===== src/rtl/lap_pkg.sv =====
// ---------------------------------------------------------------------------
// lap_pkg -- shared definitions for the lap_recall stopwatch display block.
//
// Contents:
//   SEG_W   : width of one 7-segment digit code
//   DIGITS  : number of digits in one display snapshot
//   SNAP_W  : width of one packed snapshot (DIGITS * SEG_W = 42)
//   state_t : display mode (LIVE shows the running digits, RECALL a lap)
//   snap_t  : one packed snapshot; digit 1 occupies the least significant
//             SEG_W bits, digit 6 the most significant
//   pack_digits : helper that builds a snap_t from six digit codes
// ---------------------------------------------------------------------------
package lap_pkg;

    localparam int SEG_W  = 7;
    localparam int DIGITS = 6;
    localparam int SNAP_W = SEG_W * DIGITS;

    typedef enum logic {
        LIVE   = 1'b0,
        RECALL = 1'b1
    } state_t;

    typedef logic [SNAP_W-1:0] snap_t;

    function automatic snap_t pack_digits(
        input logic [SEG_W-1:0] d1,
        input logic [SEG_W-1:0] d2,
        input logic [SEG_W-1:0] d3,
        input logic [SEG_W-1:0] d4,
        input logic [SEG_W-1:0] d5,
        input logic [SEG_W-1:0] d6
    );
        return {d6, d5, d4, d3, d2, d1};
    endfunction

endpackage


===== src/rtl/edge_det.sv =====
// ---------------------------------------------------------------------------
// edge_det -- rising-edge detector for one debounced button level.
//
// Ports:
//   clk   : system clock, rising edge
//   rst   : synchronous active-high reset
//   level : debounced button level
//   rise  : high for the cycle in which level is 1 and its registered copy 0
//
// The history register resets to 1, so a button that is already held when
// reset is released is treated as "was pressed" and yields no edge.
// ---------------------------------------------------------------------------
module edge_det (
    input  logic clk,
    input  logic rst,
    input  logic level,
    output logic rise
);

    logic hist;

    // NOTE: sequential state is always assigned with <= so every flop samples
    // pre-edge values, independent of the order of blocks.
    always_ff @(posedge clk) begin
        if (rst) begin
            hist <= 1'b1;
        end else begin
            hist <= level;
        end
    end

    assign rise = level & ~hist;

endmodule


===== src/rtl/lap_recall.sv =====
// ---------------------------------------------------------------------------
// lap_recall -- lap snapshot store and recall for a 6-digit 7-seg display.
//
// Parameters:
//   DEPTH          : number of stored laps (power of 2, 2..16)
//   RECALL_TIMEOUT : idle cycles before RECALL auto-exits (timeout build only)
//
// Ports:
//   clk, rst                     : clock, synchronous active-high reset
//   lap_in, recall_in, clear_in  : debounced button levels (act on rising edge)
//   r1..r6                       : live digit codes
//   l1..l6                       : displayed digit codes (registered)
//   lap_idx                      : 1-based ordinal of shown lap, 0 when live
//   lap_cnt                      : number of stored laps, 0..DEPTH
//   recall_mode                  : high while in RECALL
//   full                         : high when lap_cnt == DEPTH
//
// Build option:
//   LAP_RECALL_TIMEOUT_EN : when defined, RECALL returns to LIVE after
//   RECALL_TIMEOUT cycles with no recall step. Undefined (default): RECALL
//   persists until a button ends it, and no timer exists.
//
// Edge priority in one cycle is clear > lap > recall; lower ones are dropped.
// ---------------------------------------------------------------------------
module lap_recall
    import lap_pkg::*;
#(
    parameter int DEPTH          = 8,
    parameter int RECALL_TIMEOUT = 100_000_000
) (
    input  logic                     clk,
    input  logic                     rst,
    input  logic                     lap_in,
    input  logic                     recall_in,
    input  logic                     clear_in,
    input  logic [SEG_W-1:0]         r1,
    input  logic [SEG_W-1:0]         r2,
    input  logic [SEG_W-1:0]         r3,
    input  logic [SEG_W-1:0]         r4,
    input  logic [SEG_W-1:0]         r5,
    input  logic [SEG_W-1:0]         r6,
    output logic [SEG_W-1:0]         l1,
    output logic [SEG_W-1:0]         l2,
    output logic [SEG_W-1:0]         l3,
    output logic [SEG_W-1:0]         l4,
    output logic [SEG_W-1:0]         l5,
    output logic [SEG_W-1:0]         l6,
    output logic [$clog2(DEPTH):0]   lap_idx,
    output logic [$clog2(DEPTH):0]   lap_cnt,
    output logic                     recall_mode,
    output logic                     full
);

    localparam int AW = $clog2(DEPTH);
    localparam int CW = AW + 1;
    localparam logic [CW-1:0] CNT_FULL = CW'(DEPTH);

    // ---------------- edge detection and priority ----------------
    logic lap_raw, rec_raw, clr_raw;
    logic lap_e, rec_e, clr_e;

    edge_det u_lap_edge (.clk(clk), .rst(rst), .level(lap_in),    .rise(lap_raw));
    edge_det u_rec_edge (.clk(clk), .rst(rst), .level(recall_in), .rise(rec_raw));
    edge_det u_clr_edge (.clk(clk), .rst(rst), .level(clear_in),  .rise(clr_raw));

    assign clr_e = clr_raw;
    assign lap_e = lap_raw & ~clr_raw;
    assign rec_e = rec_raw & ~lap_raw & ~clr_raw;

    // ---------------- state ----------------
    state_t          state;
    logic [AW-1:0]   wr_ptr;
    snap_t           disp;
    snap_t           mem [DEPTH];
    snap_t           live_snap;

    assign live_snap = pack_digits(r1, r2, r3, r4, r5, r6);

`ifdef LAP_RECALL_TIMEOUT_EN
    localparam int TW = (RECALL_TIMEOUT > 1) ? $clog2(RECALL_TIMEOUT) : 1;
    localparam logic [TW-1:0] TIMER_LAST = TW'(RECALL_TIMEOUT - 1);
    logic [TW-1:0] timer;
    logic          timed_out;

    // Counts idle cycles in RECALL; restarts whenever RECALL is entered or
    // stepped, so the window always measures time since the last recall edge.
    assign timed_out = (state == RECALL) && (timer == TIMER_LAST);
`endif

    // ---------------- next-state decode ----------------
    state_t          nxt_state;
    logic [CW-1:0]   nxt_idx;
    logic [CW-1:0]   nxt_cnt;
    logic [AW-1:0]   nxt_wr;
    logic            capture;
    logic            restart_timer;
    logic [AW-1:0]   rd_addr;

    // NOTE: every signal gets a default before any branch so no path leaves
    // one unassigned, which would otherwise infer a latch.
    always_comb begin
        nxt_state     = state;
        nxt_idx       = lap_idx;
        nxt_cnt       = lap_cnt;
        nxt_wr        = wr_ptr;
        capture       = 1'b0;
        restart_timer = 1'b0;

        if (clr_e) begin
            nxt_state = LIVE;
            nxt_idx   = '0;
            nxt_cnt   = '0;
            nxt_wr    = '0;
        end else begin
            unique case (state)
                LIVE: begin
                    if (lap_e) begin
                        capture = 1'b1;
                        nxt_wr  = wr_ptr + AW'(1);
                        if (lap_cnt != CNT_FULL) begin
                            nxt_cnt = lap_cnt + CW'(1);
                        end
                    end else if (rec_e && (lap_cnt != '0)) begin
                        nxt_state     = RECALL;
                        nxt_idx       = lap_cnt;
                        restart_timer = 1'b1;
                    end
                end
                RECALL: begin
                    if (lap_e) begin
                        nxt_state = LIVE;
                        nxt_idx   = '0;
                    end else if (rec_e) begin
                        if (lap_idx > CW'(1)) begin
                            nxt_idx       = lap_idx - CW'(1);
                            restart_timer = 1'b1;
                        end else begin
                            nxt_state = LIVE;
                            nxt_idx   = '0;
                        end
                    end
`ifdef LAP_RECALL_TIMEOUT_EN
                    else if (timed_out) begin
                        nxt_state = LIVE;
                        nxt_idx   = '0;
                    end
`endif
                end
                default: begin
                    nxt_state = LIVE;
                    nxt_idx   = '0;
                end
            endcase
        end

        // Oldest stored lap sits at wr_ptr - lap_cnt; ordinal k is k-1 past it.
        // All arithmetic wraps at DEPTH, and lap_cnt == DEPTH truncates to 0.
        rd_addr = wr_ptr - lap_cnt[AW-1:0] + nxt_idx[AW-1:0] - AW'(1);
    end

    // ---------------- registers ----------------
    always_ff @(posedge clk) begin
        if (rst) begin
            state       <= LIVE;
            wr_ptr      <= '0;
            lap_cnt     <= '0;
            lap_idx     <= '0;
            recall_mode <= 1'b0;
            full        <= 1'b0;
            disp        <= '0;
        end else begin
            state       <= nxt_state;
            wr_ptr      <= nxt_wr;
            lap_cnt     <= nxt_cnt;
            lap_idx     <= nxt_idx;
            recall_mode <= (nxt_state == RECALL);
            full        <= (nxt_cnt == CNT_FULL);
            disp        <= (nxt_state == RECALL) ? mem[rd_addr] : live_snap;
        end
    end

    // NOTE: the snapshot array has no reset; lap_cnt alone decides which
    // entries are meaningful, so stale contents are never shown.
    always_ff @(posedge clk) begin
        if (capture) begin
            mem[wr_ptr] <= live_snap;
        end
    end

`ifdef LAP_RECALL_TIMEOUT_EN
    always_ff @(posedge clk) begin
        if (rst || restart_timer || (state != RECALL)) begin
            timer <= '0;
        end else if (!timed_out) begin
            timer <= timer + TW'(1);
        end
    end
`endif

    assign l1 = disp[0*SEG_W +: SEG_W];
    assign l2 = disp[1*SEG_W +: SEG_W];
    assign l3 = disp[2*SEG_W +: SEG_W];
    assign l4 = disp[3*SEG_W +: SEG_W];
    assign l5 = disp[4*SEG_W +: SEG_W];
    assign l6 = disp[5*SEG_W +: SEG_W];

endmodule


===== config.mk =====
export PLATFORM = sky130hd
export DESIGN_NAME = lap_recall
export DESIGN_NICKNAME = d
export VERILOG_FILES = /design/src/rtl/lap_pkg.sv /design/src/rtl/edge_det.sv /design/src/rtl/lap_recall.sv
export SDC_FILE = /design/constraint.sdc
export NUM_CORES = 1
export LEC_CHECK = 0
export ABC_AREA = 0
export CAP_MARGIN = 10
export CELL_PAD_IN_SITES_DETAIL_PLACEMENT = 1
export CELL_PAD_IN_SITES_GLOBAL_PLACEMENT = 2
export CORE_UTILIZATION = 46
export DETAILED_ROUTE_END_ITERATION = 16
export GPL_TIMING_DRIVEN = 0
export HOLD_SLACK_MARGIN = 0.02
export PLACE_DENSITY_LB_ADDON = 0.05
export SLEW_MARGIN = 20
export SYNTH_ARGS = -nofsm -noshare
export SYNTH_HDL_FRONTEND = slang
export SYNTH_SLANG_ARGS = --single-unit

===== constraint.sdc =====
create_clock -name clk -period 8.8 [get_ports clk]
set_input_delay 1.76 -clock clk [delete_from_list [all_inputs] [get_ports clk]]
set_output_delay 1.76 -clock clk [all_outputs]
set_load 0.01 [all_outputs]

==> summary.txt <==
DR pass1 iterations - 4
Max Freq - 167 MHz
sw frac - 0.211
FF-to-FF End - disp[23]$_SDFF_PP0_
maximum fanout along the worst path - 10
unrepaired setup endpoints after global routing - false
cell internal pwr - 3.25 mW
flop-to-flop setup slack - 3.90 ns
fill count - 2973
die width - 188 um
Slew headroom - 0.321
worst slew pin tran - 1.02 ns
Yosys warnings - 0
die height - 188 um
static leakage - 6.98 nW
post-placement cell count - 1405
design area - 0.0193 mm2
max-cap check violation count - 0
number of placement rows - 67
Crit path top cell by count - clkbuf_1
root buffer cell - clkbuf_16
Cell Chain, Critical Path - clkdlybuf4s50_1, and2b_1, nor3_2, o21ai_0, nor3_1, fa_1, ha_1, clkbuf_1, clkbuf_1, mux4_2, mux2i_1, a221oi_1
Crit-path slowest cell - clkbuf_1
final worst-path cycle share - 0.679
CP top delay family - buffers and inverters
synthesized area per cell - 19.5 um2
prevailing post-synth register cell - edfxtp_1
top cell type's share of synthesized area - 0.636
Max Root-Sink Buffers - 3
DR iter-0 viols - 688
Detailed Place HPWL - 25500 um
Mapped Cells - 814
GRT overflow - 0
Logic pwr share - 0.074
#FFs+latches synth - 394
HP Class - flip-flop to flip-flop
Post-synth EDFFs - 336
FF+latch area - 0.0113 mm2
nets - 1055
CTS Sinks - 394
min cycle time layout - 5.98 ns
Synth area leaders - edfxtp_1 (64%), mux4_2 (12%), dfxtp_1 (7.3%)
crit path launch type - primary input
Layout area overhead - 21.5%
initial antenna violation count - 1
dpl ws - 2.27 ns
Worst VDD drop - 0.000147 V
pwr dens - 214 mW/mm2
status - complete, no violations
WL/cell - 26.2 um
layout cell share with drive strength beyond 1 - 0.243
register share of total power - 0.498
gp weighted congestion - 0.797
post-CTS sizing - 0
CP Capture Type - flip-flop
vias in the first global route - 9375
non-filler cells, final - 1482
FF-to-FF Start - lap_cnt[0]$_SDFF_PP0_
WP buf/inv - 3
async set-reset flop share out of synthesis - 0
CTS tree - built
NetSw - 0.868 mW
Post-synth top cells - edfxtp_1 (336), mux2i_1 (84), mux4_2 (84)
DRC - 0
Core ar. - 0.0338 mm2
final worst slack - 2.82 ns
H-tree depth - 2
CP arrival - 6.35 ns
area taken by multi-input logic gates - 0.00436 mm2
Critical path origin - clear_in
Starting Density - 0.470
WL final - 38800 um
R2R cell count - 13
post-synth cell types - 51
Critical Path Stages - 12
placed cell area - 0.0179 mm2
CP max stage delay - 0.71 ns
WS Path Type - primary input to flip-flop
num ports - 99
via/cell ratio - 5.76
die area - 0.0353 mm2
antenna-violating nets left - 0
fin util - 0.571
postcts setup bufs - 0
gr usage total - 0.226
Netlist Area Pre-Place - 0.0159 mm2
Final Hold Vio Count - 0
Worst Setup EP - disp[23]$_SDFF_PP0_
Num CTS Buffers - 41
Clock Latency Late Sink - 0.53 ns
number of I/O port buffers - 98
post-synthesis sequential area ratio - 0.709
clock skew - 0.0110 ns
final slew viol count - 0
count leader, synth - edfxtp_1
Hold-fix buffers, CTS - 0
first-pass GRT wire length - 59100 um
post-synthesis net count - 869
clock power share - 0.428
setup violators final - 0
CP required - 9.18 ns
largest area contributor in the netlist - edfxtp_1
Clock transition at path regs - 0.06 ns
overall via count from detail_route - 8537
largest net degree at the start of global routing - 19
==> logic make-up after synthesis <==
kind of cell / after synthesis / synth area share
muxes: 168 / 0.172
AOI/OAI and AO/OA: 110 / 0.0647
and+or+nand+nor: 66 / 0.0221
adders and majority gates: 8 / 0.00725
DFF: 394 / 0.709
buffers and inverters: 59 / 0.0201
xor gates and xnor gates: 9 / 0.00496
==> worst min path at each step <==
stage               depth (start not counted)                       to  slack [ns]               startpoint
floorplan                                   2   wr_ptr[1]$_SDFFE_PP0P_        0.53   wr_ptr[1]$_SDFFE_PP0P_
global placement                            2   wr_ptr[1]$_SDFFE_PP0P_        0.58   wr_ptr[1]$_SDFFE_PP0P_
detailed placement                          2  lap_idx[3]$_SDFFE_PP0P_        0.61  lap_idx[3]$_SDFFE_PP0P_
CTS                                         2  lap_idx[3]$_SDFFE_PP0P_        0.62  lap_idx[3]$_SDFFE_PP0P_
global route                                3    lap_cnt[3]$_SDFF_PP0_        0.69    lap_cnt[1]$_SDFF_PP0_
finish                                      2  lap_idx[3]$_SDFFE_PP0P_        0.61  lap_idx[3]$_SDFFE_PP0P_
==> worst min-delay path: stages (launching register included) <==
cell and delay (ns):
dfxtp_1 0.38, a21oi_1 0.14, nor3_1 0.05
==> flip-flops by register name, indices dropped and copies added (netlist names), 3 cells and up <==
register and flops:
mem 336, disp 42, lap_cnt 4, lap_idx 4, wr_ptr 3
==> routing by layer <==
| layer | vias up | routed length, um | part of all wire | GRT usage |
|---|---|---|---|---|
| li1 | 3744 | - | - | - |
| met1 | 4509 | 16800 | 0.43 | 0.306 |
| met5 | - | 0 | 0 | 0 |
| met2 | 228 | 19400 | 0.50 | 0.385 |
| met4 | 0 | 699 | 0.018 | 0.0550 |
| met3 | 56 | 1850 | 0.048 | 0.0352 |
==> power by group through the flow <==
stage / logic, mW / registers, mW / clock network (mW)
after global routing: 0.330 / 2.05 / 1.86
after floorplan: 0.177 / 2.10 / 0
after detailed placement: 0.308 / 2.09 / 0
after global placement: 0.294 / 2.09 / 0
final: 0.306 / 2.05 / 1.76
after CTS: 0.310 / 2.05 / 1.81
==> cell type report <==
type / instances / share of cell area
multi-input cells: 361 / 0.226
clock inverters: 19 / 0.0103
plain buffers: 51 / 0.0151
clock buffers: 57 / 0.0616
flip-flops and latches: 394 / 0.584
well taps: 448 / 0.0291
diodes: 1 / 0.000130
repair buffers: 143 / 0.0726
inverters: 8 / 0.00156
==> through the flow <==
stage | total power [mW] | setup TNS, ns | hold slack, ns
final | 4.12 | 0 | 0.614
after global routing | 4.25 | 0 | 0.686
after detailed placement | 2.40 | 0 | 0.613
after CTS | 4.17 | 0 | 0.620
after global placement | 2.39 | -389.41 | 0.581
after floorplan | 2.27 | 0 | 0.529
==> cells in the final DEF (no fill, tap or decap), types with 11 or more instances in the layout <==
master,synthesis,routed
nor2_1,16,13
mux4_2,84,84
dfxtp_1,58,58
a221oi_2,24,24
buf_2,6,14
clkdlybuf4s50_1,0,98
a221oi_1,18,18
clkbuf_16,0,43
clkbuf_1,30,37
nand2_1,11,11
o21bai_1,42,42
buf_4,4,32
edfxtp_1,336,336
mux2i_1,84,84
Note: power is estimated with default switching activity, not from simulation.
